`config.mk`:
```
export PLATFORM = sky130hd
export DESIGN_NAME = bs_enc_ctrl_flat
export DESIGN_NICKNAME = d
export VERILOG_FILES = /design/src/rtl/bs_enc_ctrl_if.sv /design/src/rtl/bs_enc_ctrl.sv /design/src/flat_wrapper.sv
export SDC_FILE = /design/constraint.sdc
export NUM_CORES = 1
export LEC_CHECK = 0
export ABC_AREA = 1
export BUFFER_PORTS_ARGS = -buffer_cell sky130_fd_sc_hd__buf_4
export CELL_PAD_IN_SITES_DETAIL_PLACEMENT = 0
export CELL_PAD_IN_SITES_GLOBAL_PLACEMENT = 1
export CORE_ASPECT_RATIO = 1.4
export CORE_UTILIZATION = 42
export DETAILED_ROUTE_END_ITERATION = 10
export GPL_TIMING_DRIVEN = 0
export PLACE_DENSITY_LB_ADDON = 0.1
export SLEW_MARGIN = 20
export SYNTH_ARGS = -nofsm -noshare
export SYNTH_HDL_FRONTEND = slang
export SYNTH_SLANG_ARGS = --single-unit
```
`constraint.sdc`:
```
create_clock -name clk_blf -period 2.7 [get_ports clk_blf]
set_input_delay 0.135 -clock clk_blf [delete_from_list [all_inputs] [get_ports clk_blf]]
set_output_delay 0.135 -clock clk_blf [all_outputs]
set_load 0.05 [all_outputs]
```
`src/rtl/bs_enc_ctrl_if.sv`:
```
// Request, bit-source and encoder-control signals of the backscatter encoder sequencer.
// Bit source handshake: a bit moves on a clock edge where bit_ready && bit_valid; bit_ready never looks at bit_valid.
interface bs_enc_ctrl_if;
    logic       start;
    logic [1:0] m_sel;
    logic       trext;
    logic [7:0] tx_len;
    logic       bit_in;
    logic       bit_valid;
    logic       bit_ready;
    logic       en_fm0;
    logic       st_enc;
    logic       send_data;
    logic       fg_complete;
    logic       busy;
    logic       done;
    logic       underrun;

    modport slave (
        input  start, m_sel, trext, tx_len, bit_in, bit_valid,
        output bit_ready, en_fm0, st_enc, send_data, fg_complete, busy, done, underrun
    );

    modport master (
        output start, m_sel, trext, tx_len, bit_in, bit_valid,
        input  bit_ready, en_fm0, st_enc, send_data, fg_complete, busy, done, underrun
    );
endinterface

```
`src/rtl/bs_enc_ctrl.sv`:
```
// Backscatter encoder sequencer: paces preamble, data and tail symbols in clk_blf cycles
// and feeds reply bits to the FM0/Miller encoder pair. Every output is a flop.
module bs_enc_ctrl (
    input  logic               clk_blf,
    input  logic               rst_for_new_package,
    bs_enc_ctrl_if.slave       bus,
    output logic [2:0]         dbg_state
);
    typedef enum logic [2:0] {
        S_IDLE = 3'd0,
        S_PRE  = 3'd1,
        S_DATA = 3'd2,
        S_TAIL = 3'd3,
        S_DONE = 3'd4
    } state_t;

    state_t     state_q, state_d;
    logic [2:0] sym_q, sym_d;
    logic [4:0] ph_q, ph_d;
    logic [7:0] bit_cnt_q, bit_cnt_d;
    logic [1:0] m_q, m_d;
    logic       trext_q, trext_d;
    logic [7:0] len_q, len_d;
    logic       und_q, und_d;
    logic       sd_q, sd_d;
    logic       rdy_q, rdy_d;
    logic       fg_q, fg_d;
    logic       st_q, st_d;
    logic       busy_q, busy_d;
    logic       done_q, done_d;
    logic       en_q, en_d;
    logic       sym_last;
    logic [2:0] sym_wrap;
    logic       miss;

    function automatic logic [2:0] sym_max(input logic [1:0] m);
        case (m)
            2'b00:   return 3'd0;
            2'b01:   return 3'd1;
            2'b10:   return 3'd3;
            default: return 3'd7;
        endcase
    endfunction

    function automatic logic [4:0] pre_last(input logic [1:0] m, input logic t);
        if (m == 2'b00) return t ? 5'd17 : 5'd5;
        return t ? 5'd21 : 5'd9;
    endfunction

    assign sym_last = (sym_q == sym_max(m_q));
    assign sym_wrap = sym_last ? 3'd0 : sym_q + 3'd1;
    assign miss     = rdy_q & ~bus.bit_valid;

    always_ff @(posedge clk_blf) begin
        if (!rst_for_new_package) begin
            state_q   <= S_IDLE;
            sym_q     <= 3'd0;
            ph_q      <= 5'd0;
            bit_cnt_q <= 8'd0;
            m_q       <= 2'b00;
            trext_q   <= 1'b0;
            len_q     <= 8'd0;
            und_q     <= 1'b0;
            sd_q      <= 1'b0;
            rdy_q     <= 1'b0;
            fg_q      <= 1'b0;
            st_q      <= 1'b0;
            busy_q    <= 1'b0;
            done_q    <= 1'b0;
            en_q      <= 1'b1;
        end else begin
            state_q   <= state_d;
            sym_q     <= sym_d;
            ph_q      <= ph_d;
            bit_cnt_q <= bit_cnt_d;
            m_q       <= m_d;
            trext_q   <= trext_d;
            len_q     <= len_d;
            und_q     <= und_d;
            sd_q      <= sd_d;
            rdy_q     <= rdy_d;
            fg_q      <= fg_d;
            st_q      <= st_d;
            busy_q    <= busy_d;
            done_q    <= done_d;
            en_q      <= en_d;
        end
    end

    always_comb begin
        state_d   = state_q;
        sym_d     = sym_q;
        ph_d      = ph_q;
        bit_cnt_d = bit_cnt_q;
        m_d       = m_q;
        trext_d   = trext_q;
        len_d     = len_q;
        und_d     = und_q;
        sd_d      = sd_q;

        case (state_q)
            S_IDLE: begin
                if (bus.start) begin
                    m_d     = bus.m_sel;
                    trext_d = bus.trext;
                    len_d   = bus.tx_len;
                    und_d   = 1'b0;
                    sym_d   = 3'd0;
                    ph_d    = 5'd0;
                    state_d = S_PRE;
                end
            end
            S_PRE: begin
                sym_d = sym_wrap;
                if (sym_last) begin
                    if (ph_q == pre_last(m_q, trext_q)) begin
                        ph_d = 5'd0;
                        if (miss) begin
                            und_d   = 1'b1;
                            state_d = S_TAIL;
                        end else if (len_q == 8'd0) begin
                            state_d = S_TAIL;
                        end else begin
                            bit_cnt_d = len_q;
                            sd_d      = bus.bit_in;
                            state_d   = S_DATA;
                        end
                    end else begin
                        ph_d = ph_q + 5'd1;
                    end
                end
            end
            S_DATA: begin
                sym_d = sym_wrap;
                if (sym_last) begin
                    // bit_cnt holds the bits still to send, including the current one.
                    if (bit_cnt_q <= 8'd1) begin
                        bit_cnt_d = 8'd0;
                        ph_d      = 5'd0;
                        state_d   = S_TAIL;
                    end else if (miss) begin
                        und_d     = 1'b1;
                        bit_cnt_d = 8'd0;
                        ph_d      = 5'd0;
                        state_d   = S_TAIL;
                    end else begin
                        bit_cnt_d = bit_cnt_q - 8'd1;
                        sd_d      = bus.bit_in;
                    end
                end
            end
            S_TAIL: begin
                sym_d = sym_wrap;
                if (sym_last) begin
                    if (ph_q == 5'd2) begin
                        ph_d    = 5'd0;
                        state_d = S_DONE;
                    end else begin
                        ph_d = ph_q + 5'd1;
                    end
                end
            end
            default: begin
                sym_d   = 3'd0;
                ph_d    = 5'd0;
                state_d = S_IDLE;
            end
        endcase

        // The dummy 1 occupies the first tail symbol; outside DATA/TAIL the level is 0.
        if (state_d == S_TAIL)      sd_d = (ph_d == 5'd0);
        else if (state_d != S_DATA) sd_d = 1'b0;

        st_d   = (state_d == S_PRE) || (state_d == S_DATA) || (state_d == S_TAIL);
        busy_d = (state_d != S_IDLE);
        done_d = (state_d == S_DONE);
        en_d   = (m_d == 2'b00);
        fg_d   = (state_d == S_TAIL) && (sym_d == 3'd0);
        rdy_d  = (sym_d == sym_max(m_d)) &&
                 (((state_d == S_PRE) && (ph_d == pre_last(m_d, trext_d)) && (len_d != 8'd0)) ||
                  ((state_d == S_DATA) && (bit_cnt_d > 8'd1)));
    end

    assign bus.bit_ready   = rdy_q;
    assign bus.en_fm0      = en_q;
    assign bus.st_enc      = st_q;
    assign bus.send_data   = sd_q;
    assign bus.fg_complete = fg_q;
    assign bus.busy        = busy_q;
    assign bus.done        = done_q;
    assign bus.underrun    = und_q;
    assign dbg_state       = state_q;
endmodule
```
`src/flat_wrapper.sv`:
```
// flat-port wrapper written by rule: the top's interface ports become plain ports
module bs_enc_ctrl_flat 
  (clk_blf, rst_for_new_package, dbg_state, bus_start, bus_m_sel, bus_trext, bus_tx_len, bus_bit_in, bus_bit_valid, bus_bit_ready, bus_en_fm0, bus_st_enc, bus_send_data, bus_fg_complete, bus_busy, bus_done, bus_underrun);
  bs_enc_ctrl_if bus_i ();
  input  logic clk_blf;
  input  logic rst_for_new_package;
  output logic [2:0] dbg_state;
  input wire logic [$bits(bus_i.start)-1:0] bus_start;
  input wire logic [$bits(bus_i.m_sel)-1:0] bus_m_sel;
  input wire logic [$bits(bus_i.trext)-1:0] bus_trext;
  input wire logic [$bits(bus_i.tx_len)-1:0] bus_tx_len;
  input wire logic [$bits(bus_i.bit_in)-1:0] bus_bit_in;
  input wire logic [$bits(bus_i.bit_valid)-1:0] bus_bit_valid;
  output wire logic [$bits(bus_i.bit_ready)-1:0] bus_bit_ready;
  output wire logic [$bits(bus_i.en_fm0)-1:0] bus_en_fm0;
  output wire logic [$bits(bus_i.st_enc)-1:0] bus_st_enc;
  output wire logic [$bits(bus_i.send_data)-1:0] bus_send_data;
  output wire logic [$bits(bus_i.fg_complete)-1:0] bus_fg_complete;
  output wire logic [$bits(bus_i.busy)-1:0] bus_busy;
  output wire logic [$bits(bus_i.done)-1:0] bus_done;
  output wire logic [$bits(bus_i.underrun)-1:0] bus_underrun;
  assign bus_i.start = bus_start;
  assign bus_i.m_sel = bus_m_sel;
  assign bus_i.trext = bus_trext;
  assign bus_i.tx_len = bus_tx_len;
  assign bus_i.bit_in = bus_bit_in;
  assign bus_i.bit_valid = bus_bit_valid;
  assign bus_bit_ready = bus_i.bit_ready;
  assign bus_en_fm0 = bus_i.en_fm0;
  assign bus_st_enc = bus_i.st_enc;
  assign bus_send_data = bus_i.send_data;
  assign bus_fg_complete = bus_i.fg_complete;
  assign bus_busy = bus_i.busy;
  assign bus_done = bus_i.done;
  assign bus_underrun = bus_i.underrun;
  bs_enc_ctrl u_core (.clk_blf(clk_blf), .rst_for_new_package(rst_for_new_package), .bus(bus_i), .dbg_state(dbg_state));
endmodule
```
; ---- Word-level counts from Yosys, hierarchy flattened
; Index checks and enable logic that the tools add are counted.
[word_totals]
output_inout_bits = 11
in_bits = 16
word_cells = 142
ff_bits = 38
[op_classes]
n_eq_ne = 29
n_addsub = 3
n_reduce_logical = 21
mux = 70
order_cmp = 2
bitwise_logic = 2
[op_table]
columns = operator, n
row1 = two-way mux 5 bit, 18
row2 = two-way mux 8 bit, 9
row3 = two-way mux 3 bit, 11
row4 = two-way mux 1 bit, 22
row5 = one-hot mux 5 bit (4 select lines), 1
row6 = one-hot mux 3 bit (3 select lines), 2
row7 = != test 4 bit (second input constant), 4
row8 = one-hot mux 8 bit (2 select lines), 1
row9 = == test 3 x 2 -> 1 bit (second input constant), 4
row10 = != test 4 x 1 -> 1 bit (second input constant), 3
row11 = one-hot mux 3 bit (4 select lines), 1
row12 = == test 5 bit, 2
row13 = > comparator 8 x 1 -> 1 bit (second input constant), 1
row14 = less-or-equal comparator 8 x 1 -> 1 bit (second input constant), 1
row15 = logical NOT 8 bit, 1
row16 = AND reduction 8 bit, 1
row17 = nonzero test 8 bit, 1
row18 = subtractor 8 x 1 -> 8 bit (second input constant), 1
row19 = == test 3 x 1 -> 1 bit (second input constant), 2
row20 = == test 3 bit, 2
row21 = logical NOT 3 bit, 2
row22 = != test 2 x 1 -> 1 bit (second input constant), 3
row23 = one-hot mux 3 bit (2 select lines), 1
row24 = AND reduction 6 bit, 1
row25 = 20 further kinds, 32

; ---- Logic depth before layout (Yosys ltp)
; Gate-level depths: netlist of run 1.
[logic_depth]
ltp_word = 17
mapped_depth = 17
ltp_nobuf = 17

; ---- Least setup slack after synthesis of run 1
; Ideal clock, no wire load.
[synth_path]
path_kind = register -> register
startpoint = register u_core.state_q[1], in the netlist u_core.dbg_state[1]
endpoint = register u_core.rdy_q, in the netlist u_core.bus.bit_ready
setup_time_ns = 0.122
arrival_time_ns = 2.110
period_less_slack_ns = 2.232
path_stages_with_launch = 14
slack_ns = 0.468
required_ns = 2.578
n_path_buf = 0
path_cell_list = dfxtp_1 > nor2_2 > nand2_2 > nor2_4 > or2_2 > o21ai_0 > nand2_1 > ha_1 > inv_1 > nand2_1 > nand2_1 > clkinv_1 > nand3_1 > a21oi_2
[synth_between]
elab_chain_cells = 10
word_cells_on_any_way = 40
classes_between = order compare: 1 / eq/ne: 9 / mux: 21 / reduce/logical: 9
[synth_rtl]
columns = item, line_no
row1 = start: declaration, bs_enc_ctrl.sv:17  ; state_t state_q, state_d;
row2 = start signal: assignment, bs_enc_ctrl.sv:72  ; state_q <= state_d;
row3 = "parallel branches: the longest is 9 deep, another holds > comparator 8 x 1 -> 1 bit", n/a
row4 = logical AND 1 bit (*), bs_enc_ctrl.sv:179  ; rdy_d = (sym_d == sym_max(m_d)) &&
row5 = end signal: assignment, bs_enc_ctrl.sv:81  ; rdy_q <= rdy_d;
row6 = end: declaration, bs_enc_ctrl.sv:26  ; logic rdy_q, rdy_d;
; Mark *: on every way between the ends. The select of a mux whose other input is x is not followed.
; A chain may end at the register's enable or synchronous reset.

; ---- Final worst setup path of run 1
[layout_path]
startpoint = register u_core.m_q[1]
endpoint = register u_core.rdy_q, in the netlist u_core.bus.bit_ready
[layout_between]
elab_chain_cells = 16
word_cells_on_any_way = 46
classes_between = order compare: 1 / eq/ne: 10 / mux: 28 / reduce/logical: 7
[layout_rtl]
columns = item, line_no
row1 = start: declaration, bs_enc_ctrl.sv:21  ; logic [1:0] m_q, m_d;
row2 = start signal: assignment, bs_enc_ctrl.sv:76  ; m_q <= m_d;
row3 = "parallel branches: the longest is 15 deep, another holds > comparator 8 x 1 -> 1 bit", n/a
row4 = logical AND 1 bit (*), bs_enc_ctrl.sv:179
; Marks and branches as above.

==> impl_metrics.tcl, run 1 <==
set metrics [dict create \
    status "complete, but fails checks" \
    failed_checks "design-rule violations" \
    postSynthCellCount 446 \
    final_max_slew_viol_count 0 \
    worstSetupStartpointType "flop" \
    cp_slowest_cell "dfxtp_2" \
    wire_per_inst_um 14.3 \
    drive_above_1_share 0.183 \
    powerDensity_nw_per_um2 531 \
    start_util 0.441 \
    clk_pin_slew_worst_paths_ns 0.08 \
    finalCritPeriodShare 0.912 \
    antenna_found_initial 0 \
    ctsHtreeMaxLevel 2 \
    critPathRequiredTime_ns 2.88 \
    synth_fp_nets 470 \
    grt_pass1_vias 2640 \
    dieArea_um2 6950 \
    syn_to_final_growth_pct 16.1 \
    wl_um 7910 \
    whs_ns 0.0734 \
    period_needed_ns 2.46 \
    cap_viol_max_count 0 \
    end_kind "flop" \
    tns_ns 0 \
    register_area_um2 763 \
    yosysSeqAreaShare 0.274 \
    skew_ns 0.00518 \
    endpoint "u_core.bus.bit_ready" \
    final_util 0.513 \
    grt_pass1_wl_um 13100 \
    grt_setup_unrepaired "no" \
    cts_sinks 38 \
    port_buffers 26 \
    critical_path_class "flop to flop" \
    synth-warning-count 0 \
    critPathMaxFanout 9 \
    ios 27 \
    r2r_slack_ns 0.24 \
    max_stage_delay_ns 0.35 \
    placed_area_um2 3060 \
    hold_viol 0 \
    final_area_um2 3230 \
    die_w_um 70.7 \
    max_freq_ghz 0.406 \
    p_leak_uw 0.00164 \
    gp_congestion 0.808 \
    cp_cell_sequence "nor2_4 > inv_2 > ha_1 > nand2_1 > nand3_2 > nor2_4 > nand3_4 > nor2_2 > nor2_1 > nor2_1 > nand2_1 > nor2_1 > nand2_1 > nand2_1 > a21oi_2" \
    worstSetupStartpoint "u_core.m_q[1]" \
    regToRegEndpoint "u_core.bus.bit_ready" \
    clock_latency_ns 0.30 \
    nets 505 \
    postSynthAreaPerCell_um2 6.23 \
    ys_seq_elements 38 \
    final-setup-viol-count 0 \
    antenna_left 0 \
    dp.final_hpwl_um 6050 \
    drt_iter0_markers 179 \
    multi_input_area_um2 1720 \
    track_usage 0.244 \
    clk_path_buf_depth 2 \
    cts_buffers 5 \
    diodes 0 \
    grt_max_degree 13 \
    drt-pass1-iter-count 7 \
    vias 2801 \
    die_h_um 98.2 \
    routed_via_density 5.06 \
    cts_tree "yes" \
    syn-cell-area_um2 2780 \
    ff2ff_path_depth 15 \
    tightest_slew_ns 0.675 \
    worstHoldPathType "input pin to flop" \
    synth_cell_type_count 37 \
    ir_worst_vdd_uv 281 \
    rows 34 \
    cts_root_buffer "clkbuf_8" \
    fill_cells 691 \
    drc_errors 2 \
    crit_top_cell "nand2_1" \
    crit_arrival_ns 2.65 \
    grt_overflow 0 \
    power_uw 1710 \
    r2r_start "u_core.m_q[1]" \
    worst_slew_margin_rel 0.550 \
    core_area_um2 6300 \
]
[how the worst min path moves through the flow]
| stage | from | to | slack [ns] | cells past startpoint |
|---|---|---|---|---|
| 2_1_floorplan | rst_for_new_package | u_core.bus.en_fm0 | 0.20 | 1 |
| 3_3_place_gp | rst_for_new_package | u_core.bus.en_fm0 | 0.38 | 2 |
| 3_5_place_dp | rst_for_new_package | u_core.bus.en_fm0 | 0.39 | 2 |
| 4_1_cts | rst_for_new_package | u_core.bus.en_fm0 | 0.07 | 2 |
| 5_1_grt | rst_for_new_package | u_core.bus.en_fm0 | 0.07 | 2 |
| 6_report | rst_for_new_package | u_core.bus.en_fm0 | 0.07 | 2 |
[cells by family after synthesis]
family / count (synthesis) / share of synthesized area
compound gates: 43 / 0.0865
simple gates: 275 / 0.466
xor+xnor: 8 / 0.0279
flops: 38 / 0.274
buf+inv: 74 / 0.110
fa+ha+maj: 8 / 0.0360
[state kept, by name, summed over array words and instances (netlist names), 2 cells and up]
register          cells
u_core.bit_cnt_q      8
u_core.len_q          8
u_core.ph_q           5
u_core.dbg_state      3
u_core.sym_q          3
u_core.m_q            2
[power by group]
part | internal, µW | switching (µW)
Clock | 395 | 232
Sequential | 587 | 25.1
Combinational | 164 | 309
[worst max-delay path: cells and delay by family (launching register included)]
family / cells / cell delay, ns
DFF: 1 / 0.35
AOI/OAI and AO/OA: 1 / 0.08
adders and majority gates: 1 / 0.31
buffers and inverters: 1 / 0.07
and+or+nand+nor: 12 / 1.53
[synth_stat cells, drive strengths merged]
| cell | instances | area [µm²] |
|---|---|---|
| nand2 | 126 | 520 |
| nor2 | 77 | 348 |
| inv | 62 | 233 |
| nand3 | 51 | 298 |
| dfxtp | 38 | 761 |
| o21ai | 27 | 139 |
| nand4 | 11 | 68.8 |
| a21oi | 10 | 53.8 |
| ha | 8 | 100 |
| buf | 6 | 50.0 |
| nor3 | 5 | 25.0 |
| xor2 | 5 | 51.3 |
| clkbuf | 3 | 11.3 |
| clkinv | 3 | 11.3 |
| nand3b | 3 | 22.5 |
| xnor2 | 3 | 26.3 |
| a31oi | 2 | 12.5 |
| a21boi | 1 | 7.51 |
| a22oi | 1 | 12.5 |
| and2 | 1 | 6.26 |
| o2111ai | 1 | 8.76 |
| o22ai | 1 | 6.26 |
| or2 | 1 | 6.26 |
[layout by cell type (no fill, tap or decap), drive strengths merged]
| master | Yosys | final |
|---|---|---|
| a21boi | 1 | 1 |
| a21oi | 10 | 10 |
| a22oi | 1 | 1 |
| a31oi | 2 | 2 |
| and2 | 1 | 1 |
| buf | 6 | 34 |
| bufinv | 0 | 2 |
| clkbuf | 3 | 9 |
| clkinv | 3 | 3 |
| dfxtp | 38 | 38 |
| ha | 8 | 8 |
| inv | 62 | 62 |
| nand2 | 126 | 126 |
| nand3 | 51 | 51 |
| nand3b | 3 | 3 |
| nand4 | 11 | 11 |
| nor2 | 77 | 77 |
| nor3 | 5 | 5 |
| o2111ai | 1 | 1 |
| o21ai | 27 | 27 |
| o22ai | 1 | 1 |
| or2 | 1 | 1 |
| xnor2 | 3 | 3 |
| xor2 | 5 | 5 |
[per-stage QoR]
step | setup slack [ns] | instances
2_1_floorplan | 0.468 | 446
3_3_place_gp | 0.154 | 544
3_5_place_dp | 0.154 | 544
4_1_cts | 0.135 | 552
5_1_grt | 0.00615 | 554
6_report | 0.238 | 554
[final cells by class]
class,instances,share of cell area
plain buffers,9,0.0190
clock buffers,6,0.0256
clock inverters,2,0.0186
inverters,65,0.0756
multi-input cells,334,0.532
flip-flops and latches,38,0.237
well taps,72,0.0279
repair buffers,28,0.0651
[layer usage]
layer / up-vias / wire length (µm) / GRT usage
met5: - / 0 / 0
li1: 1487 / - / -
met4: 0 / 91 / 0.0646
met2: 58 / 3800 / 0.413
met3: 7 / 316 / 0.0258
met1: 1249 / 3700 / 0.328
[what timing repair did]
action	CTS	global route
endpoints found under the hold margin	0	0
endpoints found under the setup margin	0	1
buffers inserted	0	2
hold buffers	0	0
resized for setup	0	3
Note: power is estimated with default switching activity, not from simulation.
==> inputs of run 2 (changes only) <==
MAX_ROUTING_LAYER = met4   (was unset)
PLACE_DENSITY = 0.88   (was unset)
PLACE_DENSITY_LB_ADDON = unset   (was 0.1)
==> run 2 against run 1 <==
Compared with the run above:
- the flow still finishes with violations (design-rule violations)
- sequential cell count is the same
- worst setup slack improved by 0.026 ns
- core utilization shrank 0.44 points
- global-route usage is 0.62 points lower
- power fell by 7.1%
- non-clock buffer count unchanged
- fmax rose by 1.0%
- critical path type unchanged
- largest cell class unchanged
==> impl_metrics.tcl, run 2 (same netlist as run 1, synthesis figures left out) <==
set metrics [dict create \
    start_util 0.441 \
    ios 27 \
    grt_max_degree 14 \
    clk_pin_slew_worst_paths_ns 0.09 \
    clk_path_buf_depth 2 \
    reg_top3 "u_core.bit_cnt_q (8), u_core.len_q (8), u_core.ph_q (5)" \
    max_stage_delay_ns 0.43 \
    clock_latency_ns 0.30 \
    min_from "rst_for_new_package" \
    die_w_um 70.7 \
    grt_pass1_wl_um 12700 \
    cts_root_buffer "clkbuf_8" \
    antenna_left 0 \
    tns_ns 0 \
    grt_setup_unrepaired "no" \
    cp_slowest_cell "dfxtp_1" \
    wl_um 7550 \
    crit_arrival_ns 2.62 \
    max_freq_ghz 0.410 \
    critPathMaxFanout 9 \
    gp_congestion 0.880 \
    drive_above_1_share 0.178 \
    status "complete, but fails checks" \
    final_util 0.508 \
    ir_worst_vdd_uv 306 \
    pre_cts_slack_ns 0.186 \
    setup_ws_ns 0.264 \
    grt_overflow 0 \
    nets 506 \
    worst_slew_margin_rel 0.581 \
    dieArea_um2 6950 \
    track_usage 0.238 \
    cpLargestDelayFamily "simple AND/OR/NAND/NOR gates" \
    dp.final_hpwl_um 5830 \
    skew_ns 0.0106 \
    port_buffers 26 \
    ctsHtreeMaxLevel 2 \
    powerDensity_nw_per_um2 497 \
    period_needed_ns 2.44 \
    rows 34 \
    p_leak_uw 0.00162 \
    critical_path_class "flop to flop" \
    drt_iter0_markers 183 \
    routed_via_density 5.17 \
    final_common_cell "nand2_1" \
    finalCritPeriodShare 0.902 \
    end_kind "flop" \
    worstSetupStartpointType "flop" \
    syn_to_final_growth_pct 15.1 \
    whs_ns 0.0646 \
    diodes 0 \
    cts_buffers 5 \
    critPathRequiredTime_ns 2.88 \
    core_area_um2 6300 \
    final-setup-viol-count 0 \
    r2r_start "u_core.m_q[1]" \
    drt-pass1-iter-count 8 \
    final_max_slew_viol_count 0 \
    hold_viol 0 \
    worstSetupStartpoint "u_core.m_q[1]" \
    cap_viol_max_count 0 \
    antenna_found_initial 0 \
    crit_buf_inv 2 \
    layout_common_cells "nand2_1 (115), nor2_1 (69), inv_1 (50)" \
    grt_pass1_vias 2660 \
    cts_sinks 38 \
    power_uw 1590 \
    wire_per_inst_um 13.6 \
    drc_errors 2 \
    cts_tree "yes" \
    cp_cell_sequence "nor2_4 > inv_2 > ha_1 > inv_2 > a21boi_1 > nand2_1 > nor2_4 > nand3_4 > nor2_1 > nor2_1 > nor2_1 > nand2_1 > nor2_1 > nand2_1 > nand2_1 > a21oi_2" \
    die_h_um 98.2 \
    failed_checks "design-rule violations" \
    vias 2869 \
    worstHoldPathType "input pin to flop" \
    postCtsResizedCells 0 \
    tightest_slew_ns 0.629 \
]
[run 2: cell count changes in the layout (fill, tap and decap cells not counted)]
cell,delta
dfxtp_2,-2
nor2_1,+1
dfxtp_1,+2
clkinvlp_4,+2
clkbuf_8,-1
bufinv_16,-1
[run 2: layer usage]
| metal | global-route usage | wire length (µm) | vias to the layer above |
|---|---|---|---|
| li1 | - | - | 1489 |
| met1 | 0.308 | 3530 | 1306 |
| met2 | 0.395 | 3660 | 66 |
| met3 | 0.0248 | 246 | 8 |
| met4 | 0.0585 | 114 | 0 |
| met5 | - | 0 | - |
[run 2: worst paths after layout]
| check | cells past startpoint | to | slack (ns) |
|---|---|---|---|
| setup / recovery | 16 | u_core.bus.bit_ready | 0.26 |
| hold / removal | 2 | u_core.bus.en_fm0 | 0.06 |
| setup reg to reg | 16 | u_core.bus.bit_ready | 0.26 |
| hold reg to reg | 2 | u_core.bit_cnt_q[0] | 0.53 |
[run 2: repair_timing]
item	4_1_cts	5_1_grt
setup buffers	0	2
hold buffers	0	0
setup endpoints to repair	0	1
[run 2: layout make-up]
class | instances | area [µm²]
Fill cell | 674 | 3100
Multi-Input combinational cell | 335 | 1720
Sequential cell | 38 | 761
Inverter | 65 | 244
Timing Repair Buffer | 28 | 210
Tap cell | 72 | 90.1
Clock buffer | 5 | 68.8
Buffer | 9 | 61.3
Clock inverter | 3 | 45.0
[run 2: where the power goes]
part           switching (µW)  total (µW)  internal [µW]  leakage (µW)
combinational             311         475            164       0.00126
clock                     228         503            275     0.0000504
sequential               25.1         612            587      0.000310
[run 2: per-stage QoR]
step	area, µm²	cells
finish	3200	555
global placement	3060	544
global route	3200	555
CTS	3180	552
floorplan	2780	446
detailed placement	3060	544
==> inputs of run 3 (changes only) <==
PLACE_DENSITY = 0.79   (was 0.88)
==> run 3 against run 2 <==
Compared with the run above:
- the run now ends clean
- sequential cell count stayed put
- wire length is 2.4% higher
- sequential power hardly changed
- combinational power is 0.8% lower
- via count is 0.56% lower
- core utilization is 0.42 points lower
- power is 0.53% lower
- global-route usage is 0.72 points higher
- cell area is 0.82% lower
- final cell count is 0.54% lower
- worst setup slack worse by 0.068 ns
- critical endpoint unchanged
- largest power group unchanged
==> impl_metrics.tcl, run 3 (same netlist as run 1, synthesis figures left out) <==
set metrics [dict create \
    switching_share 0.354 \
    drc_errors 0 \
    critPathMaxFanout 9 \
    combPwrFrac 0.298 \
    diodes 0 \
    highest_layer "met4" \
    grt_max_degree 13 \
    tightest_slew_ns 0.678 \
    reg_top3 "u_core.bit_cnt_q (8), u_core.len_q (8), u_core.ph_q (5)" \
    clock_latency_ns 0.30 \
    cts_sinks 38 \
    clk_pin_slew_worst_paths_ns 0.09 \
    clk_path_buf_depth 2 \
    skew_ns 0.00805 \
    p_seq_frac 0.386 \
    routed_via_density 5.17 \
    final-setup-viol-count 0 \
    wl_met3_um 293 \
    core_area_um2 6300 \
    hold_viol 0 \
    port_buffers 26 \
    status "completed" \
    max_freq_ghz 0.399 \
    switchingPower_uw 560 \
    drt_iter0_markers 238 \
    gp_congestion 0.846 \
    p_clk_frac 0.316 \
    cpLargestDelayFamily "simple AND/OR/NAND/NOR gates" \
    cts_tree "yes" \
    r2r_slack_ns 0.20 \
    die_h_um 98.2 \
    drive_above_1_share 0.173 \
    worst_slew_margin_rel 0.548 \
    layout_common_cells "nand2_1 (115), nor2_1 (69), inv_1 (50)" \
    cp_slowest_cell "dfxtp_1" \
    start_util 0.441 \
    ios 27 \
    drt-pass1-iter-count 4 \
    p_leak_uw 0.00162 \
    instances_no_fill 552 \
    cap_viol_max_count 0 \
    die_w_um 70.7 \
    worstSetupStartpointType "flop" \
    tns_ns 0 \
    grt_overflow 0 \
    antenna_found_initial 0 \
    nets 503 \
    antenna_left 0 \
    met2_length_um 3640 \
    finalCritPeriodShare 0.928 \
    wl_um 7730 \
    worstHoldPathType "input pin to flop" \
    post_cts_buffers 0 \
    grt_pass1_vias 2694 \
    holdBufCountCts 0 \
    ctsHtreeMaxLevel 2 \
    dp.final_hpwl_um 6110 \
    cts_buffers 5 \
    crit_buf_inv 2 \
    final_max_slew_viol_count 0 \
    ir_worst_vdd_uv 333 \
    critical_path_class "flop to flop" \
    critPathRequiredTime_ns 2.89 \
    grt_setup_unrepaired "no" \
    syn_to_final_growth_pct 14.2 \
    grt_pass1_wl_um 12800 \
    powerDensity_nw_per_um2 498 \
    dieArea_um2 6950 \
    cts_root_buffer "clkbuf_8" \
    wire_per_inst_um 14.0 \
    cp_cell_sequence "nor2_4 > inv_2 > ha_1 > inv_2 > a21boi_1 > nand2_1 > nor2_4 > nand3_4 > nor2_1 > nor2_1 > nor2_1 > nand2_1 > nor2_1 > nand2_1 > nand2_1 > a21oi_2" \
    rows 34 \
    wl_met1_um 3680 \
    final_common_cell "nand2_1" \
    crit_arrival_ns 2.69 \
    max_stage_delay_ns 0.43 \
    place_inst 544 \
    p_int_uw 1020 \
    end_kind "flop" \
    vias 2853 \
    track_usage 0.245 \
    period_needed_ns 2.50 \
]
==> run 3: changes by cell type in the layout (fill, tap and decap cells not counted), sizes merged <==
cell	change
clkinvlp	-2
clkinv	+2
nor2	-1
buf	-2
==> run 3: worst paths after layout <==
path,startpoint,cells past startpoint,endpoint
max reg2reg,u_core.m_q[1],16,u_core.bus.bit_ready
max,u_core.m_q[1],16,u_core.bus.bit_ready
min reg2reg,u_core.bit_cnt_q[0],2,u_core.bit_cnt_q[0]
min,rst_for_new_package,2,u_core.bus.en_fm0
==> run 3: power by group through the flow <==
stage / Clock [µW] / Sequential (µW) / Combinational [µW]
floorplan: 0 / 640 / 332
global placement: 0 / 624 / 470
detailed placement: 0 / 624 / 471
CTS: 505 / 611 / 473
global route: 525 / 615 / 524
finish: 499 / 611 / 471
==> run 3: area by class of cell <==
cell class	instances	area (µm²)
Sequential cell	38	761
Timing Repair Buffer	26	195
Buffer	9	61.3
Fill cell	699	3120
Multi-Input combinational cell	334	1710
Clock buffer	5	68.8
Clock inverter	3	40.0
Tap cell	72	90.1
Inverter	65	244
==> run 3: layer usage <==
| layer | GRT usage | up-vias |
|---|---|---|
| met5 | - | - |
| met1 | 0.321 | 1302 |
| met4 | 0.0708 | 0 |
| met3 | 0.0279 | 9 |
| met2 | 0.396 | 63 |
| li1 | - | 1479 |
==> run 3: metrics by stage <==
step	cell area (µm²)	worst slack, ns	power (µW)	util	hold slack (ns)
6_report	3170	0.195	1580	0.504	0.0637
5_1_grt	3170	0.0147	1660	0.504	0.0586
4_1_cts	3170	0.179	1590	0.504	0.0654
3_5_place_dp	3060	0.194	1100	0.487	0.372
3_3_place_gp	3060	0.161	1090	0.487	0.370
2_1_floorplan	2780	0.468	972	-	0.205
==> run 3: worst register-to-register path: stages, from the launching register on <==
cell and delay, ns:
dfxtp_1 0.43, nor2_4 0.08, inv_2 0.09, ha_1 0.22, inv_2 0.04, a21boi_1 0.15
nand2_1 0.11, nor2_4 0.27, nand3_4 0.19, nor2_1 0.18, nor2_1 0.06, nor2_1 0.15
nand2_1 0.08, nor2_1 0.11, nand2_1 0.10, nand2_1 0.09, a21oi_2 0.06
==> run 3: what timing repair did <==
action,4_1_cts,5_1_grt
endpoints found under the hold margin,0,0
endpoints found under the setup margin,0,1
resized for setup,0,0
